==> src/rtl/sram_arbiter.sv <==
`default_nettype none
// ============================================================================
// Module   : sram_arbiter
// Brief    : Round-robin two-port arbiter sharing one sram_ctrl, with a
//            WAIT-state watchdog that recovers from a missing ready.
// Revision : 1.0 - initial release
// ============================================================================
module sram_arbiter #(
    parameter int AW   = 18,
    parameter int DW   = 16,
    parameter int TO_W = 8
) (
    input  logic          clk,
    input  logic          reset,
    input  logic          req0,
    input  logic          req1,
    input  logic          rw0,
    input  logic          rw1,
    input  logic [AW-1:0] addr0,
    input  logic [AW-1:0] addr1,
    input  logic [DW-1:0] wdata0,
    input  logic [DW-1:0] wdata1,
    output logic          ack0,
    output logic          ack1,
    output logic [DW-1:0] rdata0,
    output logic [DW-1:0] rdata1,
    output logic          gnt,
    output logic          busy,
    output logic          err,
    output logic          mem,
    output logic          rw,
    output logic [AW-1:0] addr,
    output logic [DW-1:0] data_f2s,
    input  logic          ready,
    input  logic [DW-1:0] data_s2f_r
);

    localparam logic [1:0] S_IDLE  = 2'd0;
    localparam logic [1:0] S_ISSUE = 2'd1;
    localparam logic [1:0] S_WAIT  = 2'd2;
    localparam logic [1:0] S_DONE  = 2'd3;

    // Leaving WAIT from this count means the counter has just reached all-ones.
    localparam logic [TO_W-1:0] C_WD_LAST = {{(TO_W-1){1'b1}}, 1'b0};

    logic [1:0]      r_state;
    logic            r_last;
    logic [TO_W-1:0] r_wd;
    logic            r_gnt;
    logic            r_rw;
    logic [AW-1:0]   r_addr;
    logic [DW-1:0]   r_data;
    logic [DW-1:0]   r_rdata0;
    logic [DW-1:0]   r_rdata1;
    logic            r_err;

    logic            w_any_req;
    logic            w_winner;
    logic            w_ready_ok;
    logic            w_timeout;

    assign w_any_req  = req0 | req1;
    // On a tie the port that was not served last wins.
    assign w_winner   = (req0 && req1) ? ~r_last : req1;
    // The first WAIT cycle still sees the controller's idle-level ready.
    assign w_ready_ok = ready && (r_wd != '0);
    assign w_timeout  = (r_wd == C_WD_LAST);

    always_ff @(posedge clk or posedge reset) begin
        if (reset) begin
            r_state  <= S_IDLE;
            r_last   <= 1'b1;
            r_wd     <= '0;
            r_gnt    <= 1'b0;
            r_rw     <= 1'b1;
            r_addr   <= '0;
            r_data   <= '0;
            r_rdata0 <= '0;
            r_rdata1 <= '0;
            r_err    <= 1'b0;
        end else begin
            case (r_state)
                S_IDLE: begin
                    if (ready && w_any_req) begin
                        r_state <= S_ISSUE;
                        r_gnt   <= w_winner;
                        r_last  <= w_winner;
                        r_rw    <= w_winner ? rw1    : rw0;
                        r_addr  <= w_winner ? addr1  : addr0;
                        r_data  <= w_winner ? wdata1 : wdata0;
                    end
                end
                S_ISSUE: begin
                    r_state <= S_WAIT;
                    r_wd    <= '0;
                end
                S_WAIT: begin
                    r_wd <= r_wd + 1'b1;
                    if (w_ready_ok) begin
                        r_state <= S_DONE;
                        if (r_rw) begin
                            if (r_gnt) r_rdata1 <= data_s2f_r;
                            else       r_rdata0 <= data_s2f_r;
                        end
                    end else if (w_timeout) begin
                        r_state <= S_DONE;
                        r_err   <= 1'b1;
                    end
                end
                S_DONE: begin
                    r_state <= S_IDLE;
                end
                default: begin
                    r_state <= S_IDLE;
                end
            endcase
        end
    end

    assign mem      = (r_state == S_ISSUE);
    assign busy     = (r_state != S_IDLE);
    assign ack0     = (r_state == S_DONE) && !r_gnt;
    assign ack1     = (r_state == S_DONE) &&  r_gnt;
    assign gnt      = r_gnt;
    assign rw       = r_rw;
    assign addr     = r_addr;
    assign data_f2s = r_data;
    assign rdata0   = r_rdata0;
    assign rdata1   = r_rdata1;
    assign err      = r_err;

endmodule
`default_nettype wire
==> config.mk <==
export PLATFORM = sky130hd
export DESIGN_NAME = sram_arbiter
export DESIGN_NICKNAME = d
export VERILOG_FILES = /design/src/rtl/sram_arbiter.sv
export SDC_FILE = /design/constraint.sdc
export NUM_CORES = 1
export LEC_CHECK = 0
export CORE_MARGIN = 5
export CORE_UTILIZATION = 55
export DETAILED_ROUTE_END_ITERATION = 8
export DONT_BUFFER_PORTS = 1
export PLACE_DENSITY = 0.66
export SYNTH_ARGS = -nofsm -noshare
export SYNTH_HDL_FRONTEND = slang
export SYNTH_SLANG_ARGS = --single-unit
==> constraint.sdc <==
create_clock -name clk -period 5.4 [get_ports clk]
set_clock_uncertainty 0.05 [all_clocks]
set_input_delay 0.54 -clock clk [delete_from_list [all_inputs] [get_ports clk]]
set_output_delay 0.54 -clock clk [all_outputs]
set_load 0.01 [all_outputs]
==> results.toml <==
[clocking]
clk_root_buffer_cell = "sky130_fd_sc_hd__clkbuf_8"
cts.repair.resized = 0
tritoncts = "yes"
cts_post_setup_buffers_inserted = 0
cts_buffer_depth = 2
cts_sinks = 80
clkSlewWorstSetupHoldPaths_ns = 0.08
post_cts_hold_buffer_count = 0
h-tree-depth = 3
numCtsBuffers = 9
worstSkewPairLatency_ns = 0.33

[worst_setup_path]
start_kind = "register"
worst_stage_delay_on_the_critical_path_ns = 0.78
rrSetupSlack_ns = 2.56
ff_to_ff_path_depth = 6
reg2reg_from = "r_wd[0]$_DFFE_PP0P_"
timing.rr.end = "rdata0[11]$_DFFE_PP0P_"
path_buf_inv = 1
timing.critical_path.cells = "inv_1 > ha_1 > or4b_1 > o41ai_2 > or3_1 > mux2_2"
critical_path.endpoint_type = "register"
critical_path.slowest_cell = "sky130_fd_sc_hd__or3_1"
crit_family = "simple AND/OR/NAND/NOR gates"
cp_data_required_time_ns = 5.57
crit_type = "register to register"
worst-path-max-fanout = 16
data_arrival_time_of_the_critical_path_ns = 3.01

[timing]
fin_crit_ns = 2.84
finalCritPeriodShare = 0.527
slew_headroom = 0.271
final_hold_violation_count = 0
worst_slew_pin_slew_ns = 1.09
max_freq_ghz = 0.352
rsz0062_at_grt = "false"
report.final.setup_viol = 0
timing.final.ws_setup_ns = 2.56
totalNegativeSetupSlack_ns = 0
final-max-slew-violation-count = 0
finalHoldWorstSlack_ns = 0.0477

[power_and_ir_drop]
leakage_uw = 0.00191
vdd_drop_max_v = 0.000255
netSwitchingPower_uw = 699
intPower_uw = 1240
p_seq_frac = 0.549
pwr-share-comb = 0.236
power_density_relative_to_cell_area_mw_per_mm2 = 503
clkPwrFrac = 0.215
switching_share = 0.360

[synth]
netlist_area_mm2 = 0.00366
synth.ff_latch_count = 80
syn_nets = 398
synth_enable_flop_cells = 0
syn-mean-instance-area_um2 = 12.2
synth_ff_type = "sky130_fd_sc_hd__dfrtp_1"
yosysUniqueCellTypes = 34
synth_warnings = 0
synth_top_cell_by_area = "sky130_fd_sc_hd__dfrtp_1"
yosys.area.top_type_share = 0.534
synth.yosys.seq_area_share = 0.548
syn_inst_count = 299
synth.top_cells.by_area = "sky130_fd_sc_hd__dfrtp_1, sky130_fd_sc_hd__mux2i_1, sky130_fd_sc_hd__mux2_4"
fraction_of_registers_with_async_set_or_reset_after_synthesis = 1.00

[place]
port_buffers = 0
dpl.hpwl_um = 5560
post-place-ws_ns = 2.53
dpl_cell_area_mm2 = 0.00367
place.gp.congestion = 0.764

[routing]
dr_total_vias = 2173
detail-route-antenna-nets = 0
route.final.wire_length_um = 7440
drt_iter0_markers = 47
drt_pre_antenna_iters = 4
post-route-drc-count = 0
detail_route.vias_per_cell = 5.78
wl_per_cell_um = 19.8

[cells_and_area]
share_of_layout_cells_above_drive_strength_1 = 0.197
finalCoreUtilization = 0.600
area_growth_syn_to_layout_pct = 5.37
ff_latch_area_mm2 = 0.00200
final_area_mm2 = 0.00385
num_antenna_cells = 0
multi_input_comb_area_mm2 = 0.00152
nets = 394
final_layout_fill_cell_count = 555

[run_status]
outcome = "complete, no violations"

[floorplan]
die_area_mm2 = 0.00838
boundaryPins = 164
initial_standard_cell_utilization_of_the_core = 0.570
fp.dieW_um = 91.6
fp-row-count = 29
core_box_area_mm2 = 0.00642
die_h_um = 91.6

[global_routing]
via_count_of_the_first_global_routing_pass = 2215
grt_overflow_total = 0
antenna_found_initial = 0
grt_first_pass_wirelength_um = 11900
grtUsageTotal = 0.180
pin_count_of_the_biggest_net_entering_global_routing = 73

[flow_run]
max_cap_viol_count = 0

[hold_path]
hold_path_class = "primary input to asynchronous set/reset pin"
[kinds of logic after synthesis]
family	synth area share
flip-flops	0.548
multiplexers	0.227
AND/OR/NAND/NOR	0.0756
AO/OA/AOI/OAI	0.0766
buffers and inverters	0.0410
adder cells (fa/ha/maj)	0.0274
XOR/XNOR	0.00479
[Yosys cell counts, types with 3 or more instances]
master,count
sky130_fd_sc_hd__nor2_1,5
sky130_fd_sc_hd__nand2_1,42
sky130_fd_sc_hd__mux2i_1,36
sky130_fd_sc_hd__inv_1,9
sky130_fd_sc_hd__buf_2,4
sky130_fd_sc_hd__dfrtp_1,78
sky130_fd_sc_hd__clkbuf_1,9
sky130_fd_sc_hd__o21ai_0,40
sky130_fd_sc_hd__ha_1,8
sky130_fd_sc_hd__mux2_4,20
sky130_fd_sc_hd__nor2b_1,3
sky130_fd_sc_hd__nand3_1,3
sky130_fd_sc_hd__mux2_2,15
[through the flow]
stage	std cells	total power (uW)
after floorplan	299	1410
after detailed placement	361	1550
after global routing	376	2090
after CTS	376	1970
after global placement	361	1520
final	376	1940
[final cells by class]
class                      instances  area share
clock inverter                     5      0.0153
tap                               77      0.0250
clock buffer                      10      0.0331
inverter                           9     0.00909
sequential                        80       0.520
timing repair buffer               2     0.00389
multi-input combinational        193       0.394
[cells in the final DEF, fill, tap and decap left out]
master and count:
sky130_fd_sc_hd__and4_2 1, sky130_fd_sc_hd__or3_2 1, sky130_fd_sc_hd__nand2_1 41, sky130_fd_sc_hd__nor2b_1 3, sky130_fd_sc_hd__nand4_1 2, sky130_fd_sc_hd__clkinv_2 2
sky130_fd_sc_hd__xnor2_1 1, sky130_fd_sc_hd__o21bai_1 1, sky130_fd_sc_hd__a21oi_1 2, sky130_fd_sc_hd__o22ai_1 1, sky130_fd_sc_hd__nand2_2 1, sky130_fd_sc_hd__buf_4 2
sky130_fd_sc_hd__xor2_1 1, sky130_fd_sc_hd__nor3b_1 1, sky130_fd_sc_hd__inv_1 8, sky130_fd_sc_hd__mux2_4 20, sky130_fd_sc_hd__dfrtp_1 78, sky130_fd_sc_hd__clkbuf_1 1
sky130_fd_sc_hd__a22o_1 1, sky130_fd_sc_hd__or3_1 2, sky130_fd_sc_hd__clkinv_4 1, sky130_fd_sc_hd__o32a_1 1, sky130_fd_sc_hd__mux2_2 15, sky130_fd_sc_hd__o21ai_0 40
sky130_fd_sc_hd__nor2_1 5, sky130_fd_sc_hd__and2_1 1, sky130_fd_sc_hd__nand3_1 3, sky130_fd_sc_hd__or4b_1 1, sky130_fd_sc_hd__o41ai_2 1, sky130_fd_sc_hd__dfstp_2 2
sky130_fd_sc_hd__a21boi_4 1, sky130_fd_sc_hd__bufinv_16 1, sky130_fd_sc_hd__clkinvlp_4 2, sky130_fd_sc_hd__mux2i_1 36, sky130_fd_sc_hd__ha_1 8, sky130_fd_sc_hd__a31oi_1 1
sky130_fd_sc_hd__clkbuf_8 9, sky130_fd_sc_hd__o21a_1 1
[flip-flops by register name, indices dropped and copies added, names as in the netlist]
| name | flops |
|---|---|
| addr | 18 |
| data_f2s | 16 |
| err | 1 |
| gnt | 1 |
| r_last | 1 |
| r_state | 2 |
| r_wd | 8 |
| rdata0 | 16 |
| rdata1 | 16 |
| rw | 1 |
[power groups by stage]
| stage | clock network, uW | logic (uW) | registers (uW) |
|---|---|---|---|
| 2_1_floorplan | 0 | 399 | 1010 |
| 3_3_place_gp | 0 | 444 | 1080 |
| 3_5_place_dp | 0 | 469 | 1080 |
| 4_1_cts | 428 | 467 | 1070 |
| 5_1_grt | 466 | 524 | 1100 |
| 6_report | 417 | 458 | 1060 |
[worst max path at each step]
stage	start	to	slack, ns	cells after the start
5_1_grt	r_wd[0]$_DFFE_PP0P_	rdata1[14]$_DFFE_PP0P_	2.37	6
2_1_floorplan	reset	addr[0]$_DFFE_PP0P_	2.76	1
3_5_place_dp	r_wd[0]$_DFFE_PP0P_	rdata0[15]$_DFFE_PP0P_	2.53	6
6_report	r_wd[0]$_DFFE_PP0P_	rdata0[11]$_DFFE_PP0P_	2.56	6
3_3_place_gp	r_wd[0]$_DFFE_PP0P_	rdata1[11]$_DFFE_PP0P_	2.63	6
4_1_cts	r_wd[0]$_DFFE_PP0P_	rdata0[15]$_DFFE_PP0P_	2.52	6
[routing by layer]
layer  part of all wire  track usage  up-vias  wire length (um)
li1                   -            -     1020                 -
met1               0.40        0.218     1035              3010
met2               0.47        0.279      107              3470
met3               0.12       0.0893       11               859
met4              0.014       0.0603        0               104
met5                  0            0        -                 0
(Power assumes the default switching activity.)
